`config.mk`:
```
export PLATFORM = sky130hd
export DESIGN_NAME = aes_round_sequencer_flat
export DESIGN_NICKNAME = d
export VERILOG_FILES = /design/src/rtl/aes_seq_pkg.sv /design/src/rtl/aes_round_sequencer_if.sv /design/src/rtl/aes_load_edge.sv /design/src/rtl/aes_round_sequencer.sv /design/src/flat_wrapper.sv
export SDC_FILE = /design/constraint.sdc
export NUM_CORES = 1
export LEC_CHECK = 0
export CAP_MARGIN = 20
export CORE_AREA = 2 2 47 49
export CTS_CLUSTER_SIZE = 8
export DETAILED_ROUTE_END_ITERATION = 7
export DIE_AREA = 0 0 49 51
export PLACE_DENSITY = 0.74
export SKIP_LAST_GASP = 1
export SYNTH_ARGS = -nofsm -noshare
export SYNTH_HDL_FRONTEND = slang
export SYNTH_SLANG_ARGS = --single-unit
```
`constraint.sdc`:
```
create_clock -name clk -period 5.45 [get_ports clk]
set_clock_uncertainty 0.2 [all_clocks]
set_input_delay 1.09 -clock clk [delete_from_list [all_inputs] [get_ports clk]]
set_output_delay 1.09 -clock clk [all_outputs]
set_load 0.01 [all_outputs]
```
`src/rtl/aes_seq_pkg.sv`:
```
// Shared encodings for the AES-128 round sequencer: state codes, one-hot
// operation strobes and the default round count.
package aes_seq_pkg;

  localparam int NR_DEFAULT = 10;

  typedef logic [2:0] state_t;

  localparam state_t S_IDLE  = 3'd0;
  localparam state_t S_ARK0  = 3'd1;
  localparam state_t S_SUB   = 3'd2;
  localparam state_t S_SHIFT = 3'd3;
  localparam state_t S_MIX   = 3'd4;
  localparam state_t S_ARK   = 3'd5;
  localparam state_t S_DONE  = 3'd6;

  localparam logic [3:0] OP_NONE  = 4'b0000;
  localparam logic [3:0] OP_ARK   = 4'b0001;
  localparam logic [3:0] OP_SUB   = 4'b0010;
  localparam logic [3:0] OP_SHIFT = 4'b0100;
  localparam logic [3:0] OP_MIX   = 4'b1000;

  // Datapath operation driven while the FSM sits in a given state.
  function automatic logic [3:0] op_of(state_t s);
    logic [3:0] op;
    op = OP_NONE;
    case (s)
      S_ARK0, S_ARK: op = OP_ARK;
      S_SUB:         op = OP_SUB;
      S_SHIFT:       op = OP_SHIFT;
      S_MIX:         op = OP_MIX;
      default:       op = OP_NONE;
    endcase
    return op;
  endfunction

endpackage

```
`src/rtl/aes_round_sequencer_if.sv`:
```
// Sequencer <-> load/datapath bundle. master = sequencer side, slave = datapath/SPI side.
// Handshake: no valid/ready; load is a level whose falling edge starts a block and
// whose rising edge aborts one, all other signals are registered strobes/levels.
interface aes_round_sequencer_if;
  logic       load;
  logic       keyLoad;
  logic       keyUpdate;
  logic [3:0] operation;
  logic [3:0] round;
  logic       busy;
  logic       cipherComplete;

  modport master (
    input  load,
    output keyLoad, keyUpdate, operation, round, busy, cipherComplete
  );

  modport slave (
    output load,
    input  keyLoad, keyUpdate, operation, round, busy, cipherComplete
  );
endinterface

```
`src/rtl/aes_load_edge.sv`:
```
// Registers the SPI load level and turns its edges into start (fall) and
// abort (rise) pulses; both come from one sample so they are exclusive.
module aes_load_edge (
  input  logic clk,
  input  logic reset,
  input  logic load,
  output logic start,
  output logic abort
);

  logic load_q;

  always_ff @(posedge clk or negedge reset) begin
    if (!reset) load_q <= 1'b0;
    else        load_q <= load;
  end

  assign start = load_q & ~load;
  assign abort = ~load_q & load;

endmodule

```
`src/rtl/aes_round_sequencer.sv`:
```
// AES-128 round sequencer: steps ARK0, then SUB/SHIFT/MIX/ARK per round, and
// issues registered one-hot operation and key strobes derived from the next state.
module aes_round_sequencer
  import aes_seq_pkg::*;
#(
  parameter int NR        = NR_DEFAULT,
  parameter int SBOX_WAIT = 1
) (
  input  logic                  clk,
  input  logic                  reset,
  aes_round_sequencer_if.master bus,
  output state_t                state_dbg
);

  localparam int             WW        = (SBOX_WAIT > 0) ? $clog2(SBOX_WAIT + 1) : 1;
  localparam logic [WW-1:0]  WAIT_LAST = WW'(SBOX_WAIT);
  localparam logic [3:0]     NR_L      = 4'(NR);

  state_t        state, next_state;
  logic [3:0]    next_round, round_inc;
  logic [WW-1:0] wait_cnt, next_wait;
  logic          start, abort, active;

  aes_load_edge u_load_edge (
    .clk   (clk),
    .reset (reset),
    .load  (bus.load),
    .start (start),
    .abort (abort)
  );

  // Saturating increment: the counter parks at NR instead of wrapping.
  assign round_inc = (bus.round >= NR_L) ? NR_L : bus.round + 4'd1;
  assign active    = (state != S_IDLE) && (state != S_DONE);
  assign state_dbg = state;

  always_comb begin
    next_state = state;
    next_round = bus.round;
    next_wait  = wait_cnt;
    case (state)
      S_IDLE: begin
        if (start) begin
          next_state = S_ARK0;
          next_round = 4'd0;
        end
      end
      S_ARK0: begin
        next_state = S_SUB;
        next_round = round_inc;
        next_wait  = '0;
      end
      S_SUB: begin
        if (wait_cnt == WAIT_LAST) next_state = S_SHIFT;
        else                       next_wait  = wait_cnt + WW'(1);
      end
      S_SHIFT: next_state = (bus.round == NR_L) ? S_ARK : S_MIX;
      S_MIX:   next_state = S_ARK;
      S_ARK: begin
        if (bus.round < NR_L) begin
          next_state = S_SUB;
          next_round = round_inc;
          next_wait  = '0;
        end else begin
          next_state = S_DONE;
        end
      end
      S_DONE: begin
        if (start) begin
          next_state = S_ARK0;
          next_round = 4'd0;
        end else if (abort) begin
          next_state = S_IDLE;
          next_round = 4'd0;
        end
      end
      default: begin
        next_state = S_IDLE;
        next_round = 4'd0;
      end
    endcase
    // A rising load mid-block throws the run away.
    if (active && abort) begin
      next_state = S_IDLE;
      next_round = 4'd0;
      next_wait  = '0;
    end
  end

  always_ff @(posedge clk or negedge reset) begin
    if (!reset) begin
      state              <= S_IDLE;
      wait_cnt           <= '0;
      bus.round          <= 4'd0;
      bus.operation      <= OP_NONE;
      bus.keyLoad        <= 1'b0;
      bus.keyUpdate      <= 1'b0;
      bus.busy           <= 1'b0;
      bus.cipherComplete <= 1'b0;
    end else begin
      state              <= next_state;
      wait_cnt           <= next_wait;
      bus.round          <= next_round;
      bus.operation      <= op_of(next_state);
      bus.keyLoad        <= (next_state == S_ARK0);
      bus.keyUpdate      <= (next_state == S_SHIFT);
      bus.busy           <= (next_state != S_IDLE) && (next_state != S_DONE);
      bus.cipherComplete <= (next_state == S_DONE);
    end
  end

endmodule

```
`src/flat_wrapper.sv`:
```
// flat-port wrapper written by rule: the top's interface ports become plain ports
module aes_round_sequencer_flat import aes_seq_pkg::*;
#(
  parameter int NR        = NR_DEFAULT,
  parameter int SBOX_WAIT = 1
)
  (clk, reset, state_dbg, bus_load, bus_keyLoad, bus_keyUpdate, bus_operation, bus_round, bus_busy, bus_cipherComplete);
  aes_round_sequencer_if bus_i ();
  input  logic clk;
  input  logic reset;
  output state_t state_dbg;
  input wire logic [$bits(bus_i.load)-1:0] bus_load;
  output wire logic [$bits(bus_i.keyLoad)-1:0] bus_keyLoad;
  output wire logic [$bits(bus_i.keyUpdate)-1:0] bus_keyUpdate;
  output wire logic [$bits(bus_i.operation)-1:0] bus_operation;
  output wire logic [$bits(bus_i.round)-1:0] bus_round;
  output wire logic [$bits(bus_i.busy)-1:0] bus_busy;
  output wire logic [$bits(bus_i.cipherComplete)-1:0] bus_cipherComplete;
  assign bus_i.load = bus_load;
  assign bus_keyLoad = bus_i.keyLoad;
  assign bus_keyUpdate = bus_i.keyUpdate;
  assign bus_operation = bus_i.operation;
  assign bus_round = bus_i.round;
  assign bus_busy = bus_i.busy;
  assign bus_cipherComplete = bus_i.cipherComplete;
  aes_round_sequencer #(.NR(NR), .SBOX_WAIT(SBOX_WAIT)) u_core (.clk(clk), .reset(reset), .bus(bus_i), .state_dbg(state_dbg));
endmodule
```
======== Word-level counts from Yosys, hierarchy flattened ========
Cells that the tools add are included.
cells by class
  add/subtract/negate cells ............... 2
  eq/ne operators ......................... 19
  bitwise gates (word level) .............. 4
  reduce and logical (&&, ||, !) cells .... 11
  multiplexer cells ....................... 20
  $lt $le $gt $ge ......................... 2
operators with widths
  operator                                                                  count
  4-bit two-way mux                                                         6
  3-bit case mux with 7 select lines                                        1
  4-bit case mux with 5 select lines                                        1
  3-bit == test (second input constant)                                     6
  3-bit two-way mux                                                         6
  4-bit case mux with 4 select lines                                        1
  3-bit by 2-bit == test with 1-bit output (second input constant)          4
  3-bit by 1-bit == test with 1-bit output (second input constant)          2
  3-bit by 1-bit inequality test with 1-bit output (second input constant)  2
  3-bit inequality test (second input constant)                             2
  3-bit nonzero test                                                        2
  4-bit by 1-bit adder with 4-bit output (second input constant)            1
  4-bit == test (second input constant)                                     1
  4-bit >= comparator (second input constant)                               1
  4-bit < comparator (second input constant)                                1
  1-bit two-way mux                                                         4
  4-bit by 1-bit inequality test with 1-bit output (second input constant)  1
  4-bit AND reduction                                                       1
  4-bit nonzero test                                                        1
  1-bit logical AND                                                         3
  3-bit logical NOT                                                         1
  1-bit case mux with 3 select lines                                        1
  3-bit OR reduction                                                        1
  1-bit AND                                                                 2
  other kinds (5)                                                           6
word-level totals
  word-level logic and storage cells ...... 67
  bits in registers ....................... 17
  output and inout port bits .............. 15

======== Depth between registers and ports, before layout ========
Gate-level depths: netlist (run 1).
  depth after elaboration ................. 9
  depth in mapped cells ................... 8

======== Cells and area by module ========
Synthesis (run 1) repeated with hierarchy kept, for this count alone.
unflattened totals
  cell total of the unflattened synthesis .. 82
  area total of the unflattened synthesis .. 862.1 um^2
by module, submodules not included
  module               area each (um^2)  seq. area each (um^2)  instances  cells each
  aes_round_sequencer  822.0             400.4                  1          79
  aes_load_edge        40.0              25.0                   1          3

======== Worst setup path after synthesis (run 1) ========
No wires, ideal clock.
  path kind ............................... input-to-reg
  from .................................... in bus_load
  to ...................................... reg u_core.bus.round[1]
  stages .................................. 6
  buffers on the path ..................... 0
  setup slack ............................. 2,883 ps
  setup time .............................. 125 ps
  required time ........................... 5,125 ps
  arrival time ............................ 2,242 ps
  path through ............................ inv_1 > ha_1 > or3_1 > a21oi_1 > a311oi_4 > mux2_4
on the way
  word-level cells in the longest chain between the ends .. 5
  elaborated cells on any way between the ends .. 12
  those cells by class .................... eq/ne: 4; mux: 3; bitwise: 3; reduce/logical: 2
ends and longest elaborated chain
  item                                line                          text
  from (decl)                         flat_wrapper.sv:12            input wire logic [$bits(bus_i.load)-1:0] bus_load;
  1-bit inverter                      aes_load_edge.sv:18           assign start = load_q & ~load;
  1-bit AND                           aes_load_edge.sv:18
  4-bit two-way mux                   aes_round_sequencer.sv:69     if (start) begin
  4-bit case mux with 5 select lines  aes_round_sequencer.sv:41     case (state)
  4-bit two-way mux                   aes_round_sequencer.sv:83     if (active && abort) begin
  to (signal assigned)                aes_round_sequencer.sv:103    bus.round <= next_round;
  to (decl)                           aes_round_sequencer_if.sv:15  output keyLoad, keyUpdate, operation, round, busy, cipherComplete
Several ways; a longest one is shown, not always the timed one.
A chain may end at the register's enable or synchronous reset.

======== Worst setup path after layout (run 1) ========
Ends and elaborated chain as after synthesis.

==> summary.md, run 1 <==
| Metric | Value |
|---|---|
| CTS Buf Count | 3 |
| Area Growth Syn to Fin | 22.9% |
| Seq. cell area | 425 um^2 |
| First-pass DRT Iterations | 4 |
| Antenna-violating nets left | 0 |
| Post-Synthesis Cell Area | approximately 930 um^2 |
| Pin count of the biggest net entering global routing | 18 |
| Layout net count | 120 |
| Power per Cell Area | roughly 500 mW/mm^2 |
| Static leakage | 0.521 nW |
| CTS tree | built |
| Global-route wire length before repair | between 3000 and 4000 um |
| Syn_area_per_cell | between 9 and 10 um^2 |
| Xor/xnor share of the synthesized area | 0 |
| # DRC | 0 |
| Die height | 51 um |
| Cells after DPL | ~140 |
| CTS clk-pin slew, worst paths | 0.10 ns |
| Multi-input logic area | approximately 460 um^2 |
| Cells after Synth | 95 |
| Die ar. | approximately 0.0025 mm^2 |
| Metal-1 WL | 854 um |
| Fin crit period | a little under 3 ns |
| Share of power burned in the clock network | 0.117 |
| CP Launch Type | input pin |
| GRT Util Overall | 0.170 |
| Post-Layout Cell Count | 140 |
| Adder-cell share of the synthesized area | 0.0536 |
| Comb pwr share | 0.501 |
| Crit end category | register |
| Max layer used | met4 |
| Met2 wire length | 917 um |
| Critical path class | in2reg |
| Routed WL per cell | 13.3 um |
| Worst VDD drop | between 0.0003 and 0.0004 V |
| Clk_lat worst skew | 0.29 ns |
| WL final | ~1900 um |
| Vias in the first global route | 740 |
| Final Power | between 0.5 and 0.6 mW |
| Sequential share of power | 0.381 |
| Gpl congestion | 0.836 |
| Setup repair bufs after CTS | 0 |
| Antenna Cells | 0 |
| Final core occ | 0.556 |
| Max-slew headroom | 0.500 |
| Row count | 17 |
| CP Max Fanout | 11 |
| Vias/cell | 5.22 |
| Detail Route met3 WL | 64 um |
| Yosys warns | 0 |
| Initial drt markers | 24 |
| Compound-gate portion of the synthesized area | 0.255 |
| Status | finished, final reports clean |
| Vias | 731 |
| Io pins | 18 |
| Slew @ Worst Pin | 0.747 ns |
| H-tree depth | 1 |
| Distinct cells, synth | 31 |
| Hold WC Path Type | reg2reg |
| Largest family of logic cells by synthesized area | compound AO/OA/AOI/OAI gates |
| Period Utilization, post-route | 0.546 |
| Unrepaired setup endpoints after global routing | no |
| P_sw | between 0.2 and 0.25 mW |
| Max Cap Viol | 0 |
| # fillers | 204 |
| Hold Buf Count CTS | 0 |
| Final Max Tran Viols | 0 |
| Internal Power | 0.329 mW |
| Core region area | 0.00206 mm^2 |
| HPWL Detailed | 1390 um |
| Post-synthesis sequential area ratio | 0.456 |
| Syn nets | 102 |
| Critical Path AT | about 3.0 ns |
| Die Width | slightly below 50 um |
| Multiplexer area fraction after synthesis | 0.0268 |
| Sw Share | 0.419 |
| Clock tree root driver cell | clkbuf_4 |
| Cts repair resizes | 0 |
| CTS max path bufs | 2 |
| Layout cell share with drive strength beyond 1 | 0.116 |
| Initial antenna violation count | 0 |
| Simple-gate area share of the yosys netlist | 0.161 |
| Port Buffer Count | 17 |
| Max Freq | 336 MHz |
| Starting Density | 0.452 |
| Hold Violations, Final | 0 |
| Global route overflow | 0 |
| Seq cells post-synth | 17 |
| Worst Path Required | 5.44 ns |
| Setup TNS | 0 ns |
| Setup-failing EPs final | 0 |
| Sinks on Clock Net | 17 |
| Hold_ws | 0.432 ns |
stage by stage:
| stage | worst slack (ns) | instance area [um^2] |
|---|---|---|
| final | 2.47 | 1150 |
| after global routing | 2.34 | 1150 |
| after CTS | 2.49 | 1150 |
| after detailed placement | 2.18 | 1120 |
| after global placement | 2.25 | 1120 |
| after floorplan | 2.88 | 933 |
kinds of logic after synthesis:
group | count (synthesis)
adder cells (fa/ha/maj) | 4
AND/OR/NAND/NOR | 32
flip-flops | 17
AO/OA/AOI/OAI | 29
buffers and inverters | 11
multiplexers | 2
power groups by stage:
stage / clock network (mW) / logic, mW / registers [mW]
floorplan: 0 / 0.198 / 0.204
global placement: 0 / 0.280 / 0.216
detailed placement: 0 / 0.285 / 0.218
CTS: 0.0687 / 0.286 / 0.216
global route: 0.0742 / 0.318 / 0.222
finish: 0.0664 / 0.284 / 0.216
layout make-up:
class	count	area share
tap	28	0.0305
sequential	17	0.371
timing repair buffer	17	0.148
clock inverter	1	0.00436
inverter	7	0.0229
clock buffer	3	0.0196
multi-input combinational	67	0.403
path summary, 6_finish.rpt:
path                                     start                  end  depth (start not counted)  slack, ns
setup / recovery                      bus_load  u_core.bus.round[1]                          6       2.47
hold / removal             u_core.bus.round[0]  u_core.bus.round[0]                          2       0.43
setup reg to reg           u_core.state_dbg[2]  u_core.bus.round[3]                          5       3.28
hold reg to reg            u_core.bus.round[0]  u_core.bus.round[0]                          2       0.43
max in group asynchronous                reset  u_core.state_dbg[2]                          1       3.55
min in group asynchronous                reset  u_core.bus.round[1]                          1       1.03
routing by layer:
| metal | GRT usage | up-vias |
|---|---|---|
| met5 | 0 | - |
| met4 | 0.0571 | 0 |
| met3 | 0.0263 | 4 |
| met2 | 0.304 | 21 |
| met1 | 0.211 | 343 |
| li1 | - | 363 |
Yosys cell counts:
library cell / count / share of area
a2111oi_2: 1 / 0.016
a2111oi_4: 1 / 0.029
a21o_1: 1 / 0.0080
a21oi_1: 12 / 0.064
a311oi_4: 1 / 0.028
a32o_1: 1 / 0.011
a41oi_1: 1 / 0.0094
buf_2: 3 / 0.016
clkbuf_1: 1 / 0.0040
dfrtp_1: 17 / 0.46
ha_1: 4 / 0.054
inv_1: 5 / 0.020
inv_2: 2 / 0.0080
mux2_4: 1 / 0.016
mux2i_1: 1 / 0.011
nand2_1: 9 / 0.036
nand2b_1: 3 / 0.020
nand3_1: 1 / 0.0054
nor2_1: 11 / 0.044
nor2_2: 1 / 0.0067
nor2b_1: 3 / 0.020
nor3_1: 1 / 0.0054
nor3b_1: 2 / 0.016
o211ai_2: 1 / 0.013
o21ai_0: 4 / 0.021
o21ai_1: 1 / 0.0054
o21ai_4: 1 / 0.017
o21bai_1: 1 / 0.0080
o22ai_1: 1 / 0.0067
o31ai_1: 2 / 0.016
or3_1: 1 / 0.0067
cells in the final DEF (no fill, tap or decap), types with 2 or more instances in the layout:
cell type,n
o31ai_1,2
a21oi_1,12
o21ai_0,4
nor3b_1,2
inv_2,2
nand2_1,9
inv_1,5
clkbuf_4,3
nand2b_1,3
ha_1,4
nor2b_1,3
dfrtp_1,17
nor2_1,11
clkdlybuf4s50_1,17
flip-flops by register name, indices dropped and copies added, names as in the netlist:
name / flops
u_core.wait_cnt: 1
u_core.bus.cipherComplete: 1
u_core.bus.round: 4
u_core.bus.busy: 1
u_core.state_dbg: 3
u_core.bus.keyUpdate: 1
u_core.bus.keyLoad: 1
u_core.bus.operation: 4
u_core.u_load_edge.load_q: 1
critical path, cell delays in order:
cell and delay, ns:
clkdlybuf4s50_1 0.50, ha_1 0.40, nand2b_1 0.20, a21oi_1 0.11, a311oi_4 0.34, mux2_4 0.33
Power figures use the tool's default switching activity.
==> run 2: changes to the inputs <==
Settings changed: CORE_AREA 2 2 47 49 to 2 2 49 51, DIE_AREA 0 0 49 51 to 0 0 51 53, PLACE_DENSITY 0.74 to 0.71.
Clock period 5.45 ns to 2.7 ns, I/O delays scaled along.
==> run 2 against run 1 <==
Compared with the run above: final cell count rose by 1.4%; flip-flop and latch count did not move; wire length rose by 2.1%; worst hold slack improved by 0.0013 ns; clock power rose by 120%; via count rose by 5.3%; non-clock buffer count rose by 2; design area rose by 1.3%; register-to-register slack got worse by 2.7 ns; power rose by 100%; utilization fell by 1.5 points; critical path type is now reg2out; largest cell class unchanged.
==> summary.md, run 2 (synthesized netlist as in run 1, its figures left out) <==
| Metric | Value |
|---|---|
| Slowest stage delay, CP | 0.64 ns (+0.14 ns) |
| Hold Buf Count CTS | 0 (unchanged) |
| CP max stage cell | dfrtp_1 |
| Setup TNS | 0 ns (unchanged) |
| First-pass DRT Iterations | 4 (unchanged) |
| Max Cap Viol | 0 (unchanged) |
| Sequential share of power | 0.377 (-0.004) |
| Initial drt markers | 17 (-29%) |
| Internal Power | 0.666 mW (+100%) |
| Die height | 53 um (+3.9%) |
| Fin crit period | 2.32 ns |
| Max Freq | 432 MHz |
| CP Launch Type | register |
| Sw Share | 0.424 (+0.00507) |
| Internal reg-to-reg setup slack | 0.58 ns (-2.70 ns) |
| Period Utilization, post-route | 0.858 |
| Die ar. | 0.00270 mm^2 (+8.2%) |
| Power per Cell Area | 994 mW/mm^2 (+100%) |
| Comb pwr share | 0.497 (-0.004) |
| Crit end category | output pin |
| CTS clk-pin slew, worst paths | 0.12 ns (+0.02 ns) |
| Hold Violations, Final | 0 (unchanged) |
| GRT met1 Usage | 0.228 (+0.0171) |
| Worst Path Required | 1.96 ns (-3.48 ns) |
| Clock tree root driver cell | clkbuf_4 |
| HPWL Detailed | 1300 um (-6.4%) |
| Buffers plus inverters on the worst setup path | 1 (unchanged) |
| CTS max path bufs | 2 (unchanged) |
| Starting Density | 0.434 (-0.0179) |
| Port Buffer Count | 17 (unchanged) |
| Post-route worst setup slack | 0.385 ns (-2.09 ns) |
| CTS tree | built |
| Met2 Use GR | 0.273 (-0.0309) |
| Setup repair bufs after CTS | 0 (unchanged) |
| Share of power burned in the clock network | 0.126 (+0.009) |
| WL final | 1900 um (+2.1%) |
| CTS Buf Count | 3 (unchanged) |
| Row count | 17 (unchanged) |
| GRT Util Overall | 0.173 (+0.00331) |
| Area Growth Syn to Fin | 24.5% |
| Slew @ Worst Pin | 0.770 ns (+0.0226 ns) |
| Sinks on Clock Net | 17 (unchanged) |
| Vias/cell | 5.42 (+3.9%) |
| Clk_lat worst skew | 0.30 ns (about the same) |
| Setup WS pre-CTS | 0.111 ns (-2.07 ns) |
| Static leakage | 0.531 nW (+2.0%) |
| Critical path class | reg2out |
| Gpl congestion | 0.833 (-0.44%) |
| Grt met3 use | 0.0282 (+0.00193) |
| Io pins | 18 (unchanged) |
| P_sw | 0.490 mW (+110%) |
| Setup-failing EPs final | 0 (unchanged) |
| Commonest cells after routing, fill and taps aside | clkdlybuf4s50_1 (17), dfrtp_1 (17), a21oi_1 (12) |
| Initial antenna violation count | 0 (unchanged) |
| Global route overflow | 0 (unchanged) |
| Antenna-violating nets left | 0 (unchanged) |
| H-tree depth | 1 (unchanged) |
| Pin count of the biggest net entering global routing | 18 (unchanged) |
| CP Max Fanout | 12 (+1) |
| Unrepaired setup endpoints after global routing | no |
| Core region area | 0.00215 mm^2 (+4.1%) |
| Layout cell share with drive strength beyond 1 | 0.132 (+0.0155) |
| Worst path top cell family by delay | flip-flops |
| Vias in the first global route | 769 (+3.9%) |
| Max-slew headroom | 0.485 (-0.0151) |
| Critical Path AT | 1.58 ns (-1.38 ns) |
| GRT busiest layer | met2 |
| Global-route wire length before repair | 3440 um (+5.1%) |
| Cts repair resizes | 0 (unchanged) |
| Antenna Cells | 0 (unchanged) |
| # fillers | 187 (-8.3%) |
| Worst path cell trace | clkdlybuf4s50_1 |
| Die Width | 51 um (+4.1%) |
| Final Power | 1.16 mW (+100%) |
| # DRC | 0 (unchanged) |
| Routed WL per cell | 13.4 um (+0.66%) |
| Hold WC Path Type | reg2reg |
| Status | finished, final reports clean |
| Layout net count | 122 (+1.7%) |
| Final Max Tran Viols | 0 (unchanged) |
| Worst VDD drop | 0.000618 V (+94%) |
| Vias | 770 (+5.3%) |
## run 2: cell types whose count changed in the layout (fill, tap and decap cells not counted)
cell	delta
buf_4	+2
## run 2: worst paths after layout
check,depth (start not counted),to,from
worst max-delay path,1,state_dbg[2],u_core.state_dbg[2]
worst min-delay path,2,u_core.wait_cnt,u_core.wait_cnt
worst max register to register,4,u_core.bus.keyLoad,u_core.state_dbg[1]
worst min register to register,2,u_core.wait_cnt,u_core.wait_cnt
max in group asynchronous,1,u_core.state_dbg[1],reset
min in group asynchronous,1,u_core.bus.round[3],reset
## run 2: cell type report
type	instances	area, um^2	share of cell area
multi-input cells	67	463	0.398
inverters	7	26.3	0.0226
clock buffers	3	22.5	0.0194
well taps	28	35.0	0.0301
repair buffers	19	185	0.159
clock inverters	1	5.00	0.00431
flip-flops and latches	17	425	0.366
## run 2: layer usage
layer / wire (um) / part of all wire / vias up
met1: 910 / 0.48 / 362
met2: 855 / 0.45 / 26
met5: 0 / 0 / -
li1: - / - / 376
met4: 56 / 0.029 / 0
met3: 79 / 0.042 / 6
## run 2: power by group through the flow
stage	Clock (mW)	Combinational [mW]	Sequential [mW]
global route	0.161	0.645	0.450
global placement	0	0.566	0.438
CTS	0.146	0.579	0.435
floorplan	0	0.400	0.412
finish	0.146	0.574	0.436
detailed placement	0	0.576	0.438
## run 2: stage by stage
step	instances	cell area (um^2)	hold slack [ns]	util
2_1_floorplan	95	933	0.0444	-
3_3_place_gp	138	1130	0.394	0.528
3_5_place_dp	138	1130	0.402	0.528
4_1_cts	142	1160	0.429	0.541
5_1_grt	142	1160	0.479	0.541
6_report	142	1160	0.433	0.541
==> run 3: changes to the inputs <==
Settings changed: CORE_AREA 2 2 49 51 to 2 2 47 49, CTS_CLUSTER_DIAMETER set to 40, CTS_CLUSTER_SIZE 8 to 14, DIE_AREA 0 0 51 53 to 0 0 49 51, PLACE_DENSITY 0.71 to 0.74.
Clock period 2.7 ns to 2.56 ns, I/O delays scaled along.
==> run 3 against run 2 <==
Compared with the run above: first-iteration DRC count fell by 53%; worst hold slack got worse by 0.11 ns; utilization rose by 3.0 points; via count fell by 1.2%; largest power group unchanged; combinational power rose by 9.1%; global-route usage fell by 0.61 points.
==> summary.md, run 3 (synthesized netlist as in run 1, its figures left out) <==
| Metric | Value |
|---|---|
| Global route overflow | 0 (unchanged) |
| Unrepaired setup endpoints after global routing | no |
| GRT Util Overall | 0.167 (-0.00607) |
| Starting Density | 0.452 (+0.0179) |
| Die Width | 49 um (-3.9%) |
| Worst Path Required | 1.85 ns (-0.11 ns) |
| Final Power | 1.21 mW (+4.9%) |
| Routed WL per cell | 12.1 um (-9.7%) |
| Pin count of the biggest net entering global routing | 18 (unchanged) |
| Slowest stage delay, CP | 0.63 ns (about the same) |
| Comb pwr share | 0.517 (+0.020) |
| # DRC | 0 (unchanged) |
| CP Max Fanout | 13 (+1) |
| Layout cell share with drive strength beyond 1 | 0.147 (+0.0150) |
| Setup crit end | state_dbg[1] |
| CTS Buf Count | 3 (unchanged) |
| Sinks on Clock Net | 17 (unchanged) |
| Worst VDD drop | 0.000665 V (+7.5%) |
| Die ar. | 0.00250 mm^2 (-7.5%) |
| CTS clk-pin slew, worst paths | 0.10 ns (-0.02 ns) |
| Clk_lat worst skew | 0.29 ns (about the same) |
| # fillers | 185 (-1.1%) |
| Initial drt markers | 8 (-9) |
| Worst path cell trace | clkdlybuf4s50_1 |
| Clock tree root driver cell | clkbuf_4 |
| RR Startpoint | u_core.state_dbg[1] |
| Die height | 51 um (-3.8%) |
| Internal Power | 0.710 mW (+6.6%) |
| Hold Buf Count CTS | 0 (unchanged) |
| Gpl congestion | 0.842 (+1.1%) |
| H-tree depth | 1 (unchanged) |
| Critical path class | reg2out |
| Vias | 761 (-1.2%) |
| Setup repair bufs after CTS | 0 (unchanged) |
| Setup TNS | 0 ns (unchanged) |
| CTS tree | built |
| Hold Violations, Final | 0 (unchanged) |
| Share of power burned in the clock network | 0.118 (-0.008) |
| FF-to-FF End | u_core.bus.keyLoad |
| Setup WS pre-CTS | 0.0112 ns (-0.100 ns) |
| Setup-failing EPs final | 0 (unchanged) |
| Sw Share | 0.415 (-0.00935) |
| FF-to-FF path depth | 4 (unchanged) |
| Buffers plus inverters on the worst setup path | 1 (unchanged) |
| First-pass DRT Iterations | 4 (unchanged) |
| Area Growth Syn to Fin | 26.1% |
| Period Utilization, post-route | 0.883 |
| Final Max Tran Viols | 0 (unchanged) |
| Max-slew headroom | 0.696 (+0.211) |
| Cts repair resizes | 0 (unchanged) |
| Power per Cell Area | 1030 mW/mm^2 (+3.6%) |
| Critical Path AT | 1.55 ns (-0.03 ns) |
| Hold WC Path Type | in2async |
| Commonest cells after routing, fill and taps aside | clkdlybuf4s50_1 (17), dfrtp_1 (17), a21oi_1 (12) |
| P_sw | 0.503 mW (+2.6%) |
| Worst path top cell family by delay | flip-flops |
| Slew @ Worst Pin | 0.454 ns (-0.315 ns) |
| Global-route wire length before repair | 3170 um (-7.6%) |
| Initial antenna violation count | 0 (unchanged) |
| Max Cap Viol | 0 (unchanged) |
| Core region area | 0.00206 mm^2 (-4.0%) |
| CTS max path bufs | 2 (unchanged) |
| Port Buffer Count | 17 (unchanged) |
| Vias/cell | 5.28 (-2.5%) |
| HPWL Detailed | 1280 um (-1.2%) |
| Crit. path cell count | 1 (unchanged) |
| Max Freq | approximately 440 MHz |
| Static leakage | 0.541 nW (+1.9%) |
| Fin crit period | approximately 2.3 ns |
| Vias in the first global route | 712 (-7.4%) |
| Layout net count | 124 (+1.6%) |
| Seq. cell area | 425 um^2 (unchanged) |
| Multi-input logic area | 463 um^2 (unchanged) |
| Row count | 17 (unchanged) |
| Critical path launch point | u_core.state_dbg[1] |
| Sequential share of power | 0.365 (-0.012) |
| WL final | 1740 um (-8.5%) |
| CP Launch Type | register |
| Post-route worst setup slack | 0.299 ns (-0.0862 ns) |
| Antenna-violating nets left | 0 (unchanged) |
| Io pins | 18 (unchanged) |
| CP max stage cell | dfrtp_1 |
| Internal reg-to-reg setup slack | 0.44 ns (-0.14 ns) |
| Antenna Cells | 0 (unchanged) |
| Crit end category | output pin |
| Status | finished, final reports clean |
## run 3: cell count changes in the layout (fill, tap and decap cells not counted), sizes merged
cell  before  now
buf        2    4
## run 3: final cells by class
type	instances	area share
Clock buffer	3	0.0191
Clock inverter	1	0.00425
Inverter	7	0.0223
Multi-Input combinational cell	67	0.393
Sequential cell	17	0.361
Tap cell	28	0.0298
Timing Repair Buffer	21	0.170
## run 3: layer usage
metal	vias up	wire [um]	global-route usage
li1	374	-	-
met4	0	19	0.0810
met2	22	814	0.251
met1	361	831	0.227
met3	4	74	0.0409
met5	-	0	0
## run 3: stage by stage
step           utilization  instance area [um^2]  std cells  hold slack, ns
3_3_place_gp         0.557                  1150        140           0.395
5_1_grt              0.571                  1180        144           0.344
3_5_place_dp         0.557                  1150        140           0.418
4_1_cts              0.571                  1180        144           0.328
6_report             0.571                  1180        144           0.325
2_1_floorplan            -                   933         95          0.0164
## run 3: how the worst min path moves through the flow
stage	start	end	slack, ns	depth (start not counted)
final	reset	u_core.bus.round[0]	0.33	2
after global placement	u_core.wait_cnt	u_core.wait_cnt	0.40	2
after global routing	reset	u_core.bus.operation[1]	0.34	2
after floorplan	reset	u_core.bus.busy	0.02	0
after detailed placement	u_core.bus.round[3]	u_core.bus.round[3]	0.42	2
after CTS	reset	u_core.bus.round[0]	0.33	2
## run 3: power by group through the flow
stage                     registers, mW  logic [mW]  clock network, mW
after global routing              0.458       0.704              0.160
after detailed placement          0.448       0.627                  0
after CTS                         0.443       0.633              0.147
final                             0.443       0.626              0.143
after global placement            0.445       0.620                  0
after floorplan                   0.435       0.422                  0
